$ cat src/rtl/hazard_stall_unit_pkg.sv
// Shared pipeline-control definitions: hazard FSM encoding and counter widths.
package hazard_stall_unit_pkg;
  localparam int STALL_CNT_W = 16;
  localparam int BUSY_CNT_W  = 16;

  typedef enum logic [1:0] {
    RUN      = 2'd0,
    LU_STALL = 2'd1,
    FREEZE   = 2'd2
  } state_t;
endpackage

$ cat src/rtl/hazard_stall_unit_sat_counter.sv
// Saturating up-counter with synchronous clear (clear wins over increment).
module sat_counter #(
  parameter int W = 16
) (
  input  logic         clk,
  input  logic         reset,
  input  logic         clr,
  input  logic         inc,
  output logic [W-1:0] cnt
);
  always_ff @(posedge clk or negedge reset) begin
    if (!reset)                 cnt <= '0;
    else if (clr)               cnt <= '0;
    else if (inc && cnt != '1)  cnt <= cnt + 1'b1;
  end
endmodule

$ cat src/rtl/hazard_stall_unit.sv
// Pipeline hazard/stall controller: load-use bubbles, branch/jump flushes and
// whole-pipe freeze while data memory is busy, with stall and timeout monitoring.
module hazard_stall_unit
  import hazard_stall_unit_pkg::*;
#(
  parameter int LU_CYCLES = 1,
  parameter int TIMEOUT   = 255
) (
  input  logic                   clk,
  input  logic                   reset,
  input  logic                   IDEX_MemRead,
  input  logic [4:0]             IDEX_RtorRd_in,
  input  logic [4:0]             IFID_rs_in,
  input  logic [4:0]             IFID_rt_in,
  input  logic                   IFID_RtUsed,
  input  logic                   IFID_MemWr,
  input  logic                   EX_BranchTaken,
  input  logic                   ID_Jump,
  input  logic                   mem_busy,
  output logic                   PC_Wr,
  output logic                   IFID_Wr,
  output logic                   IFID_flush,
  output logic                   IDEX_flush,
  output logic                   pipe_freeze,
  output logic                   mem_timeout,
  output logic [STALL_CNT_W-1:0] stall_cnt
);
  state_t state, next_state, ret_state, next_ret, eff_state;
  logic [1:0] lu_cnt, lu_cnt_nxt;
  logic rs_hit, rt_hit, lu_hit;
  logic [BUSY_CNT_W-1:0] busy_cnt;

  assign rs_hit = (IDEX_RtorRd_in == IFID_rs_in);
  // A store that only needs rt as data gets it from MEM-stage forwarding.
  assign rt_hit = (IDEX_RtorRd_in == IFID_rt_in) & IFID_RtUsed & ~(IFID_MemWr & ~IFID_RtUsed);
  assign lu_hit = IDEX_MemRead & (IDEX_RtorRd_in != 5'd0) & (rs_hit | rt_hit);

  always_comb begin
    PC_Wr       = 1'b1;
    IFID_Wr     = 1'b1;
    IFID_flush  = 1'b0;
    IDEX_flush  = 1'b0;
    pipe_freeze = 1'b0;
    next_state  = state;
    next_ret    = ret_state;
    lu_cnt_nxt  = lu_cnt;
    // Leaving FREEZE behaves as the interrupted state in the same cycle.
    eff_state   = (state == FREEZE) ? ret_state : state;
    if (!reset) begin
      next_state = RUN;
    end else if (mem_busy) begin
      pipe_freeze = 1'b1;
      PC_Wr       = 1'b0;
      IFID_Wr     = 1'b0;
      next_state  = FREEZE;
      next_ret    = eff_state;
    end else if (EX_BranchTaken) begin
      IFID_flush = 1'b1;
      IDEX_flush = 1'b1;
      lu_cnt_nxt = 2'd0;
      next_state = RUN;
    end else if (eff_state == LU_STALL) begin
      PC_Wr      = 1'b0;
      IFID_Wr    = 1'b0;
      IDEX_flush = 1'b1;
      lu_cnt_nxt = (lu_cnt == 2'd0) ? 2'd0 : lu_cnt - 2'd1;
      next_state = (lu_cnt <= 2'd1) ? RUN : LU_STALL;
    end else if (lu_hit) begin
      PC_Wr      = 1'b0;
      IFID_Wr    = 1'b0;
      IDEX_flush = 1'b1;
      lu_cnt_nxt = 2'(LU_CYCLES - 1);
      next_state = (LU_CYCLES > 1) ? LU_STALL : RUN;
    end else begin
      IFID_flush = ID_Jump;
      next_state = RUN;
    end
  end

  always_ff @(posedge clk or negedge reset) begin
    if (!reset) begin
      state     <= RUN;
      ret_state <= RUN;
      lu_cnt    <= 2'd0;
    end else begin
      state     <= next_state;
      ret_state <= next_ret;
      lu_cnt    <= lu_cnt_nxt;
    end
  end

  sat_counter #(.W(STALL_CNT_W)) u_stall_cnt (
    .clk   (clk),
    .reset (reset),
    .clr   (1'b0),
    .inc   (~PC_Wr),
    .cnt   (stall_cnt)
  );

  sat_counter #(.W(BUSY_CNT_W)) u_busy_cnt (
    .clk   (clk),
    .reset (reset),
    .clr   (~mem_busy),
    .inc   (mem_busy),
    .cnt   (busy_cnt)
  );

  // Sets on the edge that completes the TIMEOUT-th consecutive busy cycle.
  always_ff @(posedge clk or negedge reset) begin
    if (!reset)
      mem_timeout <= 1'b0;
    else if (mem_busy && (32'(busy_cnt) >= TIMEOUT - 1))
      mem_timeout <= 1'b1;
  end
endmodule

$ cat config.mk
export PLATFORM = sky130hd
export DESIGN_NAME = hazard_stall_unit
export DESIGN_NICKNAME = d
export VERILOG_FILES = /design/src/rtl/hazard_stall_unit_pkg.sv /design/src/rtl/hazard_stall_unit_sat_counter.sv /design/src/rtl/hazard_stall_unit.sv
export SDC_FILE = /design/constraint.sdc
export NUM_CORES = 1
export LEC_CHECK = 0
export BUFFER_PORTS_ARGS = -buffer_cell sky130_fd_sc_hd__clkbuf_2
export CAP_MARGIN = 20
export CORE_MARGIN = 1
export CORE_UTILIZATION = 49
export CTS_CLUSTER_DIAMETER = 100
export DETAILED_ROUTE_END_ITERATION = 8
export GPL_TIMING_DRIVEN = 0
export PLACE_DENSITY = 0.76
export SLEW_MARGIN = 25
export SYNTH_ARGS = -nofsm -noshare
export SYNTH_HDL_FRONTEND = slang
export SYNTH_SLANG_ARGS = --single-unit
$ cat constraint.sdc
create_clock -name clk -period 4.55 [get_ports clk]
set_input_delay 0.6825 -clock clk [delete_from_list [all_inputs] [get_ports clk]]
set_output_delay 0.6825 -clock clk [all_outputs]
set_load 0.05 [all_outputs]
; Word-level counts from Yosys, hierarchy flattened
; Cells that the tools add are included.
[totals]
reg_bits = 39
latch_bits = 0
ramBits = 0
mem_bits_ro = 0
input_bits = 23
out_inout_bits = 22
elab_cells = 65
mem_count = 0
[classes]
addsub = 3
multipliers = 0
div_mod_pow = 0
order_cmp = 2
eq_ne = 7
n_shift = 0
n_mux = 29
n_bitwise = 10
reduce_logical = 8
[ops]
columns = cell, n
row1 = $add A16 B1 Y16 const B, 2
row2 = $mux W16, 2
row3 = $ne A16 B16 Y1 const B, 2
row4 = $mux W1, 20
row5 = $ge A16 B8 Y1 const B, 1
row6 = $mux W2, 7
row7 = $eq A5 B5 Y1, 2
row8 = $and A1 B1 Y1, 5
row9 = $reduce_bool A5 Y1, 1
row10 = $not A1 Y1, 4
row11 = $logic_and A1 B1 Y1, 3
row12 = $reduce_and A3 Y1, 1
row13 = $reduce_bool A3 Y1, 1
row14 = $eq A2 B1 Y1 const B, 1
row15 = $eq A2 B2 Y1 const B, 1
row16 = $le A2 B1 Y1 const B, 1
row17 = $logic_not A2 Y1, 1
row18 = $ne A2 B1 Y1 const B, 1
row19 = $reduce_and A2 Y1, 1
row20 = $sub A2 B1 Y2 const B, 1
row21 = $or A1 B1 Y1, 1

; Longest topological paths before layout
; Gate-level depths: netlist of the first run.
[depth]
ltp_word = 13
depth_mapped = 7
depth_no_buf = 7

; Hierarchy
; Synthesis of the first run repeated with hierarchy kept, for this count alone.
[hier_totals]
cells_unflattened = 256
hier_area_um2 = 2423.6
[by_module_without_submodules]
columns = module, instances, cells_per_inst, area_each_um2, seq_area_each_um2
row1 = sat_counter, 2, 98, 942.2, 400.4
row2 = hazard_stall_unit, 1, 60, 539.3, 175.2

; Least setup slack after synthesis of the first run
; Ideal clock, no wire load.
[synth_path]
path_type = input-to-output
startpoint = input port IDEX_RtorRd_in[0]
endpoint = output port IFID_flush
arrival_ns = 2.424
required_time_ns = 3.868
path_slack_ns = 1.444
path_stages = 5
n_path_buf = 0
cell_sequence = or4_1 > o21ai_0 > o21a_1 > nand2_1 > a21oi_1
[synth_via]
elab_chain_cells = 10
elab_cells_between_ends = 13
cone_classes = eq/ne (2) / mux (5) / bitwise (5) / reduce/logical (1)
[synth_rtl]
columns = item, line
row1 = start: declaration, hazard_stall_unit.sv:12  ; input logic [4:0] IDEX_RtorRd_in,
row2 = $eq A5 B5 Y1, hazard_stall_unit.sv:35  ; assign rt_hit = (IDEX_RtorRd_in == IFID_rt_in) & IFID_RtUsed & ~(IFID_MemWr & ~IFID_RtUsed);
row3 = $and A1 B1 Y1 (2 in a row), hazard_stall_unit.sv:35
row4 = $or A1 B1 Y1, hazard_stall_unit.sv:36  ; assign lu_hit = IDEX_MemRead & (IDEX_RtorRd_in != 5'd0) & (rs_hit | rt_hit);
row5 = $and A1 B1 Y1 (*), hazard_stall_unit.sv:36
row6 = $mux W1 (*), hazard_stall_unit.sv:68  ; end else if (lu_hit) begin
row7 = $mux W1 (*), hazard_stall_unit.sv:62  ; end else if (eff_state == LU_STALL) begin
row8 = $mux W1 (*), hazard_stall_unit.sv:57  ; end else if (EX_BranchTaken) begin
row9 = $mux W1 (*), hazard_stall_unit.sv:51  ; end else if (mem_busy) begin
row10 = $mux W1 (*), hazard_stall_unit.sv:49  ; if (!reset) begin
row11 = end: declaration, hazard_stall_unit.sv:22  ; output logic IFID_flush,
; Mark *: on every way between the ends. The rest lies on a longest branch, timed or not.

; Worst setup path after layout of the first run
[layout_path]
startpoint = input port IDEX_RtorRd_in[0]
endpoint = output port PC_Wr
[layout_via]
elab_chain_cells = 10
elab_cells_between_ends = 13
cone_classes = eq/ne (2) / mux (5) / bitwise (5) / reduce/logical (1)
[layout_rtl]
columns = item, line
row1 = $eq A5 B5 Y1, hazard_stall_unit.sv:35
row2 = $and A1 B1 Y1 (2 in a row), hazard_stall_unit.sv:35
row3 = $or A1 B1 Y1, hazard_stall_unit.sv:36
row4 = $and A1 B1 Y1 (*), hazard_stall_unit.sv:36
row5 = $mux W1 (*), hazard_stall_unit.sv:68
row6 = $mux W1 (*), hazard_stall_unit.sv:62
row7 = $mux W1 (*), hazard_stall_unit.sv:57
row8 = $mux W1 (*), hazard_stall_unit.sv:51
row9 = $mux W1 (*), hazard_stall_unit.sv:49
row10 = end: declaration, hazard_stall_unit.sv:20  ; output logic PC_Wr,
; Marks and branches as above.

==> flow_summary.json, run 1 <==
{
  "status": "complete, no violations",
  "reg2reg_from": "u_stall_cnt.cnt[6]",
  "grt_pass1_vias": 1497,
  "clkLatencyLatePin_ps": 300,
  "drive_gt1_share_pct": 23.9,
  "p_leak_uw": 0.00114,
  "wl_met3_um": 166,
  "syn_area_um2": 2110,
  "timing.reg2reg.setup_slack_ps": 2270,
  "ir_drop_mv": 0.319,
  "ys_types": 40,
  "ant_nets": 0,
  "tightest_slew_ps": 896,
  "post-route-period-util_pct": 71.7,
  "hold_class": "register to register",
  "clock.fmax_mhz": 306,
  "ys_seq_elements": 39,
  "met1Wirelength_um": 1820,
  "min_to": "mem_timeout",
  "wl_met2_um": 1980,
  "drcViolationCount": 0,
  "p_sw_share_pct": 40.3,
  "grt_overflow_total": 0,
  "clkPwrFrac_pct": 24.1,
  "cts_sinks": 39,
  "cp_data_arrival_time_ps": 2580,
  "yosysSeqAreaShare_pct": 46.2,
  "finalHoldViolCount": 0,
  "core-area_um2": 4060,
  "synthTopCellsByArea": "dfrtp_1, xor2_1, xnor2_1",
  "cts_setup_buffers": 0,
  "hpwl_um": 2980,
  "critPathKind": "input pin to primary output",
  "synth-warning-count": 0,
  "place_ws_ps": 1060,
  "reg2reg_to": "u_stall_cnt.cnt[10]",
  "slew_viol_final": 0,
  "dr.pass1.iters": 4,
  "cts_tree": "yes",
  "grt.total_usage_pct": 20.1,
  "rsz0062_at_grt": "false",
  "numPortBuffers": 43,
  "yosys.cell_count.top_type": "dfrtp_1",
  "setup_ws_ps": 1290,
  "worst_r2r_path_depth": 7,
  "top_layer": "met4",
  "io_pins": 45,
  "antenna_found_initial": 0,
  "maxSlewHeadroom_pct": 40.3,
  "syn_inst": 213,
  "grt_max_degree": 43,
  "clk_pin_slew_worst_paths_ps": 80,
  "synthFlopType": "dfrtp_1",
  "synth_edf_count": 0,
  "cp_max_fo": 11,
  "die_y_um": 67.7,
  "maxCapViolations": 0,
  "cts_buffer_depth": 2,
  "endpoint_kind": "primary output",
  "synth_common_cells": "dfrtp_1, xor2_1, nor2_1",
  "setup_violations": 0,
  "rows": 23,
  "wl_um": 4050,
  "via_per_inst": 5.43,
  "fin_crit_ps": 3260,
  "required_ps": 3870,
  "async_flop_share_pct": 100,
  "combPwrFrac_pct": 29.7,
  "fin_skew_ps": 10.4,
  "p_int_uw": 565,
  "hold_depth": 1,
  "cts-buffers-inserted": 5,
  "seq_power_share_pct": 46.2,
  "syn_nets": 239,
  "die-area_um2": 4580,
  "finalSetupTns_ps": 0,
  "die_w_um": 67.7,
  "power_uw": 946,
  "nets": 289,
  "grt_pass1_wl_um": 6650,
  "start_util_pct": 52.1,
  "synth.top_cell.area_share_pct": 46.2,
  "drtIter0Drc": 68,
  "switchingPower_uw": 381,
  "synth_top_cell_by_area": "dfrtp_1",
  "holdBufCountCts": 0,
  "post_cts_resized": 0,
  "htreeDepth": 2,
  "start_kind": "input pin",
  "wl_per_cell_um": 12.9,
  "hold_start": "mem_timeout",
  "gp_congestion": 0.785,
  "syn_avg_cell_area_um2": 9.93,
  "antenna_cells": 0,
  "via_count": 1706,
  "cts_root_buffer": "clkbuf_8",
  "layout-area-overhead-vs-synth_pct": 17.1,
  "cellPowerDensity_nw_per_um2": 382
}
power by group through the flow:
stage / sequential, uW / clock [uW] / combinational (uW)
CTS: 437 / 237 / 284
global placement: 441 / 0 / 280
global route: 445 / 249 / 302
finish: 437 / 228 / 281
floorplan: 565 / 0 / 78.9
detailed placement: 442 / 0 / 284
worst max-delay path by stage:
stage                      startpoint          to  cells past startpoint
floorplan           IDEX_RtorRd_in[0]  IFID_flush                      5
global placement                reset       PC_Wr                      7
detailed placement              reset       PC_Wr                      7
CTS                             reset       PC_Wr                      7
global route                    reset       PC_Wr                      7
finish              IDEX_RtorRd_in[0]       PC_Wr                      7
cells in the final DEF, fill, tap and decap left out, types with 6 or more instances in the layout:
cell      count
inv_1         8
nor3_1        6
nor2_1       23
nand2_1      20
xor2_1       25
clkbuf_2     42
nand3_1      11
nor4_1        7
xnor2_1      12
dfrtp_1      39
stage by stage:
stage	std cells	area, um2	hold slack, ps	utilization (%)
after global routing	314	2480	492	61.0
after CTS	314	2480	471	61.0
final	314	2480	464	61.0
after floorplan	213	2110	387	-
after global placement	306	2390	444	59.0
after detailed placement	306	2390	449	59.0
per-layer routing:
metal	vias up	GRT usage [%]
met1	819	25.5
met3	8	4.05
li1	840	-
met2	39	31.9
met4	0	10.9
met5	-	0
layout make-up:
cell class	count	area, um2
clock buffers	5	68.8
plain buffers	5	31.3
multi-input cells	161	1080
well taps	50	62.6
flip-flops and latches	39	976
inverters	8	30.0
repair buffers	43	215
fillers	347	1580
clock inverters	3	15.0
sequential cells by signal (all words and copies together), names as in the netlist:
signal and cells:
ret_state 2, u_stall_cnt.cnt 16, u_busy_cnt.cnt 16, state 2, lu_cnt 2, mem_timeout 1
critical path: stages:
cell and delay, ps:
clkbuf_2 110, or4_1 530, o21ai_0 290, o31a_1 360, buf_6 220, buf_4 120, clkbuf_2 260
logic make-up after synthesis:
kind of cell    after synthesis  synth area share [%]
buf+inv                      13                  2.90
compound gates               22                  7.04
xor+xnor                     37                  15.3
flops                        39                  46.2
fa+ha+maj                     3                  1.78
mux                           2                  1.01
simple gates                 97                  25.8
Power figures use the tool's default switching activity.
==> inputs of run 2 (changes only) <==
Settings changed: PLACE_DENSITY 0.76 to 0.79.
Clock period 4.55 ns to 2.8 ns, I/O delays scaled along.
==> run 2 against run 1 <==
  * Clock skew is 5.3 ps lower
  * Final cell count up 0.96%
  * Sequential share of layout area fell by 0.47 points
  * Worst setup slack worse by 1200 ps
  * Combinational power grew 66%
  * Critical path type unchanged
==> flow_summary.json, run 2 (synthesis results as in run 1) <==
{
  "tightest_slew_ps": 533,
  "maxCapViolations": 0,
  "rows": 23,
  "start_kind": "input pin",
  "rsz0062_at_grt": "false",
  "grt_overflow_total": 0,
  "reg.largest.list": "u_busy_cnt.cnt x16, u_stall_cnt.cnt x16",
  "met3_usage_pct": 4.39,
  "start_util_pct": 52.1,
  "layout-area-overhead-vs-synth_pct": 18.5,
  "place_ws_ps": -121,
  "nets": 292,
  "die_w_um": 67.7,
  "final_common_cell": "clkbuf_2",
  "cp_data_arrival_time_ps": 2290,
  "grt_pass1_wl_um": 6770,
  "drive_gt1_share_pct": 24.7,
  "final_cell_mix": "clkbuf_2, dfrtp_1, xor2_1, nor2_1, nand2_1",
  "die_y_um": 67.7,
  "setup_ws_ps": 94.7,
  "cts-buffers-inserted": 5,
  "p_leak_uw": 0.00114,
  "ir_drop_mv": 0.687,
  "ant_nets": 0,
  "cts_root_buffer": "clkbuf_8",
  "via_per_inst": 5.47,
  "dr.pass1.iters": 6,
  "use_met1_pct": 25.8,
  "wl_um": 4230,
  "antenna_cells": 0,
  "post-route-period-util_pct": 96.6,
  "gp_congestion": 0.885,
  "top_usage_layer": "met2",
  "setup_violations": 0,
  "hold_class": "input pin to asynchronous set/reset pin",
  "htreeDepth": 2,
  "cts_sinks": 39,
  "io_pins": 45,
  "cts_buffer_depth": 2,
  "hpwl_um": 3120,
  "required_ps": 2380,
  "maxSlewHeadroom_pct": 64.2,
  "finalSetupTns_ps": 0,
  "cts_tree": "yes",
  "numPortBuffers": 43,
  "holdBufCountCts": 0,
  "die-area_um2": 4580,
  "grt.total_usage_pct": 20.0,
  "slew_viol_final": 0,
  "worst_r2r_path_depth": 7,
  "endpoint_kind": "primary output",
  "wl_per_cell_um": 13.3,
  "grtUsageMet2_pct": 32.1,
  "cp_max_fo": 11,
  "core-area_um2": 4060,
  "clk_pin_slew_worst_paths_ps": 70,
  "fin_skew_ps": 5.01,
  "antenna_found_initial": 0,
  "finalHoldViolCount": 0,
  "clkLatencyLatePin_ps": 290,
  "clock.fmax_mhz": 370,
  "status": "complete, no violations",
  "drtIter0Drc": 124,
  "grt_max_degree": 43,
  "cellPowerDensity_nw_per_um2": 614,
  "drcViolationCount": 0,
  "grt_pass1_vias": 1529,
  "critPathKind": "input pin to primary output",
  "via_count": 1735,
  "fin_crit_ps": 2710
}
[run 2: timing repair]
item	in CTS	in global routing
resized for setup	1	1
setup endpoints to repair	2	1
hold endpoints to repair	0	0
pin swaps	0	1
setup buffers	0	3
[run 2: report_power, final]
| part | switching [uW] | internal (uW) |
|---|---|---|
| Sequential | 82.4 | 629 |
| Combinational | 342 | 124 |
| Clock | 189 | 174 |
| Total | 613 | 926 |
[run 2: worst paths after layout]
kind,from,end,slack (ps)
setup / recovery,IDEX_RtorRd_in[0],PC_Wr,90
hold / removal,reset,u_stall_cnt.cnt[0],140
setup reg to reg,u_stall_cnt.cnt[7],u_stall_cnt.cnt[8],570
hold reg to reg,mem_timeout,mem_timeout,470
max in group asynchronous,reset,u_busy_cnt.cnt[6],2300
min in group clk,EX_BranchTaken,state[0],350
[run 2: cell type report]
class	count	area, um2
inverter	8	30.0
clock inverter	2	12.5
tap	50	62.6
multi-input combinational	161	1080
fill	345	1550
sequential	39	976
timing repair buffer	46	240
clock buffer	6	72.6
buffer	5	31.3
[run 2: per-layer routing]
layer / routed length (um) / vias up
li1: - / 850
met3: 174 / 11
met4: 68 / 0
met5: 0 / -
met2: 2160 / 42
met1: 1830 / 832
[run 2: critical path, cell delays in order]
cell and delay [ps]:
clkbuf_2 120, or4_1 520, o21ai_0 300, o31a_1 340
buf_6 210, buf_4 120, clkbuf_2 260
[run 2: per-stage QoR]
step                      instance area (um2)  hold slack (ps)  total power (uW)  std cells  utilization, %
after detailed placement                 2390              446              1180        306            59.0
after floorplan                          2110              124              1050        213               -
after global routing                     2510              177              1610        317            61.8
after CTS                                2480              158              1550        314            61.1
after global placement                   2390              440              1170        306            59.0
final                                    2510              136              1540        317            61.8
